**config.mk**
```make
export PLATFORM = sky130hd
export DESIGN_NAME = truth_table_sweeper
export DESIGN_NICKNAME = d
export VERILOG_FILES = /design/src/rtl/truth_table_sweeper.sv
export SDC_FILE = /design/constraint.sdc
export NUM_CORES = 1
export LEC_CHECK = 0
export CAP_MARGIN = 10
export CELL_PAD_IN_SITES_DETAIL_PLACEMENT = 2
export CELL_PAD_IN_SITES_GLOBAL_PLACEMENT = 2
export CORE_MARGIN = 3
export CORE_UTILIZATION = 32
export DETAILED_ROUTE_END_ITERATION = 10
export GPL_ROUTABILITY_DRIVEN = 0
export PLACE_DENSITY = 0.76
export SETUP_SLACK_MARGIN = 0.15
export SYNTH_ARGS = -nofsm -noshare
export SYNTH_HDL_FRONTEND = slang
export SYNTH_SLANG_ARGS = --single-unit
```
**constraint.sdc**
```tcl
create_clock -name clk -period 3 [get_ports clk]
set_input_delay 0.45 -clock clk [delete_from_list [all_inputs] [get_ports clk]]
set_output_delay 0.45 -clock clk [all_outputs]
set_load 0.01 [all_outputs]
```
**src/rtl/truth_table_sweeper.sv**
```systemverilog
// -----------------------------------------------------------------------------
// truth_table_sweeper
//
// Clocked, self-checking stimulus sequencer for a 3-input / 1-output
// combinational block. On an accepted start it walks abc through 0..7.
// Each code is held for SETTLE_CYCLES cycles and then sampled for one cycle.
// The sampled bits build table_q, and every sample that differs from EXPECTED
// increments err_count.
//
// Parameters:
//   SETTLE_CYCLES - cycles abc is held before y is sampled (legal 1..15)
//   EXPECTED      - golden truth table, bit i = expected y for abc == i
//
// Ports:
//   clk       in   rising-edge clock
//   rst       in   synchronous, active-high reset
//   start     in   begin a sweep (only looked at in IDLE)
//   y         in   output of the combinational block under test
//   abc       out  [2:0] drives the block inputs {a,b,c}, a is the MSB
//   busy      out  high while a vector is settling or being sampled
//   done      out  one-cycle pulse when the sweep finishes
//   table_q   out  [7:0] captured truth table, bit i = y sampled at abc == i
//   err_count out  [3:0] number of samples differing from EXPECTED (0..8)
//   mismatch  out  err_count != 0
//
// Build option:
//   SWEEP_STOP_ON_ERR_EN - when defined, the first mismatching sample ends
//                          the sweep at once (err_count = 1, done pulses).
//                          Bits of table_q above that index stay 0.
// -----------------------------------------------------------------------------
module truth_table_sweeper #(
    parameter int unsigned SETTLE_CYCLES = 2,
    parameter logic [7:0]  EXPECTED      = 8'h68
) (
    input  logic       clk,
    input  logic       rst,
    input  logic       start,
    input  logic       y,
    output logic [2:0] abc,
    output logic       busy,
    output logic       done,
    output logic [7:0] table_q,
    output logic [3:0] err_count,
    output logic       mismatch
);

    typedef enum logic [1:0] {
        S_IDLE   = 2'd0,
        S_SETTLE = 2'd1,
        S_SAMPLE = 2'd2,
        S_DONE   = 2'd3
    } state_t;

    // Terminal value of the settle counter; SETTLE lasts SETTLE_CYCLES cycles.
    localparam logic [3:0] SETTLE_LAST = 4'(SETTLE_CYCLES - 1);

    state_t     state_q, state_d;
    logic [2:0] idx_q, idx_d;
    logic [3:0] cnt_q, cnt_d;
    logic [7:0] table_d;
    logic [3:0] err_d;
    logic       sample_bad;

    // -------------------------------------------------------------------------
    // State and datapath registers
    // -------------------------------------------------------------------------
    // NOTE: registers are written with non-blocking assignments only, so that
    // every flop samples the values from before the edge, whatever the
    // statement order.
    always_ff @(posedge clk) begin
        if (rst) begin
            state_q   <= S_IDLE;
            idx_q     <= 3'd0;
            cnt_q     <= 4'd0;
            table_q   <= 8'h00;
            err_count <= 4'd0;
        end else begin
            state_q   <= state_d;
            idx_q     <= idx_d;
            cnt_q     <= cnt_d;
            table_q   <= table_d;
            err_count <= err_d;
        end
    end

    // The sample disagrees with the golden table entry for the current code.
    assign sample_bad = (y != EXPECTED[idx_q]);

    // -------------------------------------------------------------------------
    // Next-state and output logic
    // -------------------------------------------------------------------------
    // NOTE: every signal assigned in this block gets a default first. A path
    // that skips an assignment would otherwise infer a latch.
    always_comb begin
        state_d = state_q;
        idx_d   = idx_q;
        cnt_d   = cnt_q;
        table_d = table_q;
        err_d   = err_count;
        abc     = 3'd0;
        busy    = 1'b0;
        done    = 1'b0;

        unique case (state_q)
            S_IDLE: begin
                if (start) begin
                    idx_d   = 3'd0;
                    cnt_d   = 4'd0;
                    table_d = 8'h00;
                    err_d   = 4'd0;
                    state_d = S_SETTLE;
                end
            end

            S_SETTLE: begin
                abc  = idx_q;
                busy = 1'b1;
                if (cnt_q == SETTLE_LAST) begin
                    cnt_d   = 4'd0;
                    state_d = S_SAMPLE;
                end else begin
                    cnt_d = cnt_q + 4'd1;
                end
            end

            S_SAMPLE: begin
                abc            = idx_q;
                busy           = 1'b1;
                table_d[idx_q] = y;
                if (sample_bad) begin
                    err_d = err_count + 4'd1;
                end
`ifdef SWEEP_STOP_ON_ERR_EN
                // err_count is still zero here on the first bad sample,
                // so the increment above leaves exactly 1.
                if (sample_bad || idx_q == 3'd7) begin
                    state_d = S_DONE;
                end else begin
                    idx_d   = idx_q + 3'd1;
                    state_d = S_SETTLE;
                end
`else
                // Leave for DONE before idx could wrap past 7.
                if (idx_q == 3'd7) begin
                    state_d = S_DONE;
                end else begin
                    idx_d   = idx_q + 3'd1;
                    state_d = S_SETTLE;
                end
`endif
            end

            S_DONE: begin
                done    = 1'b1;
                state_d = S_IDLE;
            end

            default: state_d = S_IDLE;
        endcase
    end

    assign mismatch = (err_count != 4'd0);

endmodule

```
## Yosys cells after proc, flatten, opt, wreduce, memory -nomap -nowiden

Memory sizes are Yosys's and may differ from the RTL's. A register that Yosys moved wholly into a read port is not among the register bits.
Index checks and enable logic that the tools add are counted.

| word-level totals | value |
|---|---|
| register bits after elaboration | 21 |
| bits in latches | 0 |
| bits in writable memories | 0 |
| bits in read-only memories | 8 |
| logic and storage cells | 55 |
| memories kept | 1 |

Memory list:

| name | depth | width | rd ports | clocked after Yosys merged registers in | write ports | line | source |
|---|---|---|---|---|---|---|---|
| (no name shown) | 8 | 1 | 1 | 1 | 0 | 87 | `assign sample_bad = (y != EXPECTED[idx_q]);` |

| cells by class | value |
|---|---|
| $add $sub $neg | 3 |
| multipliers | 0 |
| div/mod/pow operators | 0 |
| order comparisons | 2 |
| eq/ne operators | 10 |
| shift operators | 0 |
| mux-type cells | 23 |
| bitwise operators | 0 |
| reductions and logical operators | 11 |

Operators by type and width:

| operator | number |
|---|---|
| $pmux 4 s2 | 2 |
| $pmux 8 s2 | 1 |
| $mux 3 | 5 |
| $mux 4 | 3 |
| $add 4x1->4 const B | 2 |
| $bwmux 8 | 1 |
| $mux 8 | 1 |
| $ne 2x2->1 const B | 4 |
| $pmux 2 s4 | 1 |
| $mux 2 | 3 |
| $pmux 3 s2 | 1 |
| $reduce_and 2->1 | 3 |
| $reduce_and 3->1 | 2 |
| $eq 2x2->1 const B | 2 |
| $eq 4x1->1 const B | 1 |
| $lt 3x4->1 const B | 1 |
| $mux 1 | 4 |
| $reduce_bool 2->1 | 2 |
| $reduce_bool 4->1 | 1 |
| $add 3x1->3 const B | 1 |
| $demux 1 s3 | 1 |
| $eq 3x3->1 const B | 1 |
| $ge 3x1->1 const B | 1 |
| $eq 2x1->1 const B | 1 |
| other kinds (4) | 4 |

## Longest topological paths before layout

| depth | value |
|---|---|
| depth after elaboration | 6 |
| depth in mapped cells | 10 |
| mapped depth without buffers | 8 |

## Worst setup path before layout

OpenSTA, ideal clock, no wires.

| timing path | value |
|---|---|
| path type | reg2reg |
| start point | register state_q[0] |
| end point | register (tool-made name) |
| setup time | 0.121 ns |
| arrival | 2.176 ns |
| data required time | 2.879 ns |
| slack | 0.703 ns |
| cell stages (with the launch flop) | 11 |
| buffers on the path | 2 |
| path through | dfxtp_1 > inv_1 > ha_1 > buf_6 > mux2i_4 > buf_6 > or2_2 > a22oi_1 > nor2_1 > ha_1 > mux2_2 |

RTL lines:

| element | line | source |
|---|---|---|
| from (decl) | 57 | `state_t state_q, state_d;` |
| from (signal assigned) | 78 | `state_q <= state_d;` |

==> impl_metrics.yaml <==
outcome:
  status: "finished clean"
floorplanning:
  die-area_um2: 4840
  core_area_um2: 3770
  die_height_um: 69.6
  chipWidth_um: 69.6
  rows: 22
  io_pins: 22
  initial_core_util_pct: 34.3
final_layout:
  fillerInstances: 417
  multi_input_area_um2: 783
  area.sequential_um2: 440
  layout-drive-gt1-share_pct: 10.6
  final_area_um2: 1590
  syn_to_final_growth_pct: 22.7
  fin_nets: 177
  final_cells: 208
  n_antenna_cell: 0
  fin_util_pct: 42.1
global_route:
  grt_max_degree: 17
  grt_pass1_wl_mm: 5.80
  antenna_found_initial: 0
  grtUsageTotal_pct: 14.9
  grt.overflow.total: 0
  grt_pass1_vias: 1180
timing:
  setup_viol: 0
  max_freq_mhz: 391
  drv_slew: 0
  finalCritPeriodShare_pct: 85.3
  worstMarginPinSlew_ns: 0.615
  rsz0062_at_grt: "no"
  skew_ns: 0.00264
  slew_headroom_pct: 58.8
  hold_violations: 0
  fin_crit_ns: 2.56
  fin_tns_setup_ns: 0
  holdWs_ns: 0.510
route:
  first_iter_violations: 31
  drc: 0
  ant_nets: 0
  via_count: 1079
  dr.pass1.iters: 4
  wire_per_inst_um: 15.6
  drt-total-wl_mm: 3.25
  routed_via_density: 5.19
critical_path:
  worstSetupStartpointType: "register"
  crit_required_ns: 3.17
  critPathKind: "register to register"
  crit_start: "state_q[0]$_SDFFE_PP0P_"
  crit_arrival_ns: 2.73
  crit_path_end_kind: "register"
  timing.critical_path.mode_cell: "ha_1"
  max_stage_delay_ns: 0.45
  crit_chain: "inv_1, ha_1, mux2i_4, or2_2, a22oi_1, nor2_1, ha_1, mux2_2"
  r2r_start: "state_q[0]$_SDFFE_PP0P_"
  critPathMaxFanout: 15
  cp_slowest_cell: "ha_1"
clock_tree:
  cts_buffers: 3
  path_clk_slew_ns: 0.09
  cts_setup_buffers: 0
  cts_buffer_depth: 2
  postCtsHoldBufs: 0
  clkLatencyLatePin_ns: 0.27
  cts_root_buf: "clkbuf_8"
  tritoncts: "yes"
  cts.sinks: 22
  cts-resized-gates: 0
  htreeDepth: 1
placed_design:
  io_buffers: 21
  place_area_um2: 1530
  placedCellCount: 204
  dp_hpwl_mm: 2.46
synth:
  synth.most_common_cell: "dfxtp_1"
  syn_area_um2: 1290
  async_flop_share_pct: 0
  synth_common_cells: "dfxtp_1 (22), nor2_1 (19), ha_1 (12), nand2_1 (10), mux2_2 (8)"
  syn-num-nets: 157
  synth_cell_type_count: 38
  syn_inst: 141
  synth-edff-count: 0
  yosysTopAreaCell: "dfxtp_1"
  synth_area_leaders: "dfxtp_1 (34%), ha_1 (12%), mux2_2 (7.0%)"
  ys_seq_area_share_pct: 34.1
  synth_top_flop_cell: "dfxtp_1"
  yosys.area.top_type_share_pct: 34.1
  yosysWarnings: 0
  avgSynthCellArea_um2: 9.17
  ys_seq_elements: 22
worst_hold_path:
  hp-start: "table_q[6]$_SDFFE_PP0P_"
  worstHoldPathType: "register to register"
power:
  irDropWorstVdd_mv: 0.256
  p_leak_nw: 0.569
  power_density_nw_per_um2: 610
run:
  cap_viol_max_count: 0
==> layout by cell type, fill, tap and decap left out, types with 3 or more instances in the layout <==
master           synthesis  routed
inv_1                    6       6
mux2_2                   8       8
a21oi_1                  4       4
clkbuf_8                 0       4
a211oi_1                 4       4
nor2_1                  19      19
xnor2_1                  4       4
ha_1                    12      12
and2_1                   4       4
nor4bb_1                 3       3
dfxtp_1                 22      22
nor2b_1                  3       3
o21ai_0                  3       3
nand2_1                 10      10
nor4b_1                  3       3
clkdlybuf4s50_1          0      21
==> cells by family (layout without fill, tap and decap cells) <==
logic type	Yosys count	after routing	synth area share, %
AND/OR/NAND/NOR	58	58	24.7
flip-flops	22	22	34.1
AO/OA/AOI/OAI	18	18	9.97
buffers and inverters	14	33	5.32
adder cells (fa/ha/maj)	12	12	11.6
multiplexers	11	11	10.3
XOR/XNOR	6	6	4.07
==> per-layer routing <==
metal,vias to the layer above,part of all wire (%),global-route usage (%)
li1,523,-,-
met1,535,46,19.1
met2,17,50,24.6
met3,4,2.6,1.88
met4,0,1.4,6.94
met5,-,0,0
==> per-stage QoR <==
stage,setup slack [ns],power [mW]
3_5_place_dp,0.377,0.753
5_1_grt,0.213,1.05
2_1_floorplan,0.703,0.645
6_report,0.440,0.968
4_1_cts,0.407,0.987
3_3_place_gp,0.475,0.727
==> final timing paths <==
| kind | to | slack [ns] | depth (start not counted) |
|---|---|---|---|
| worst min-delay path | table_q[6]$_SDFFE_PP0P_ | 0.51 | 2 |
| worst max register to register | register | 0.44 | 8 |
| worst max-delay path | register | 0.44 | 8 |
| worst min register to register | table_q[6]$_SDFFE_PP0P_ | 0.51 | 2 |
==> registers in the layout, indices dropped and copies added (netlist names), named ones only <==
name       cells
err_count      4
state_q        2
cnt_q          4
idx_q          3
table_q        8
==> critical path: cells and delay by family, from the launching register on <==
kind                       cells  cell delay, ns
buffers and inverters          1            0.15
DFF                            1            0.34
adders and majority gates      2            0.76
and+or+nand+nor                2            0.44
muxes                          2            0.49
AOI/OAI and AO/OA              1            0.27
==> power by group <==
| group | switching, mW | leakage [nW] | internal, mW | total (mW) |
|---|---|---|---|---|
| Combinational | 0.227 | 0.362 | 0.162 | 0.389 |
| Clock | 0.108 | 0.0288 | 0.117 | 0.226 |
| Sequential | 0.0324 | 0.178 | 0.321 | 0.353 |
==> area by class of cell <==
type / instances / share of cell area (%)
inverter: 6 / 1.42
multi-input combinational: 105 / 49.4
sequential: 22 / 27.8
tap: 48 / 3.79
clock buffer: 4 / 3.47
timing repair buffer: 23 / 14.2
Power figures use the tool's default switching activity.
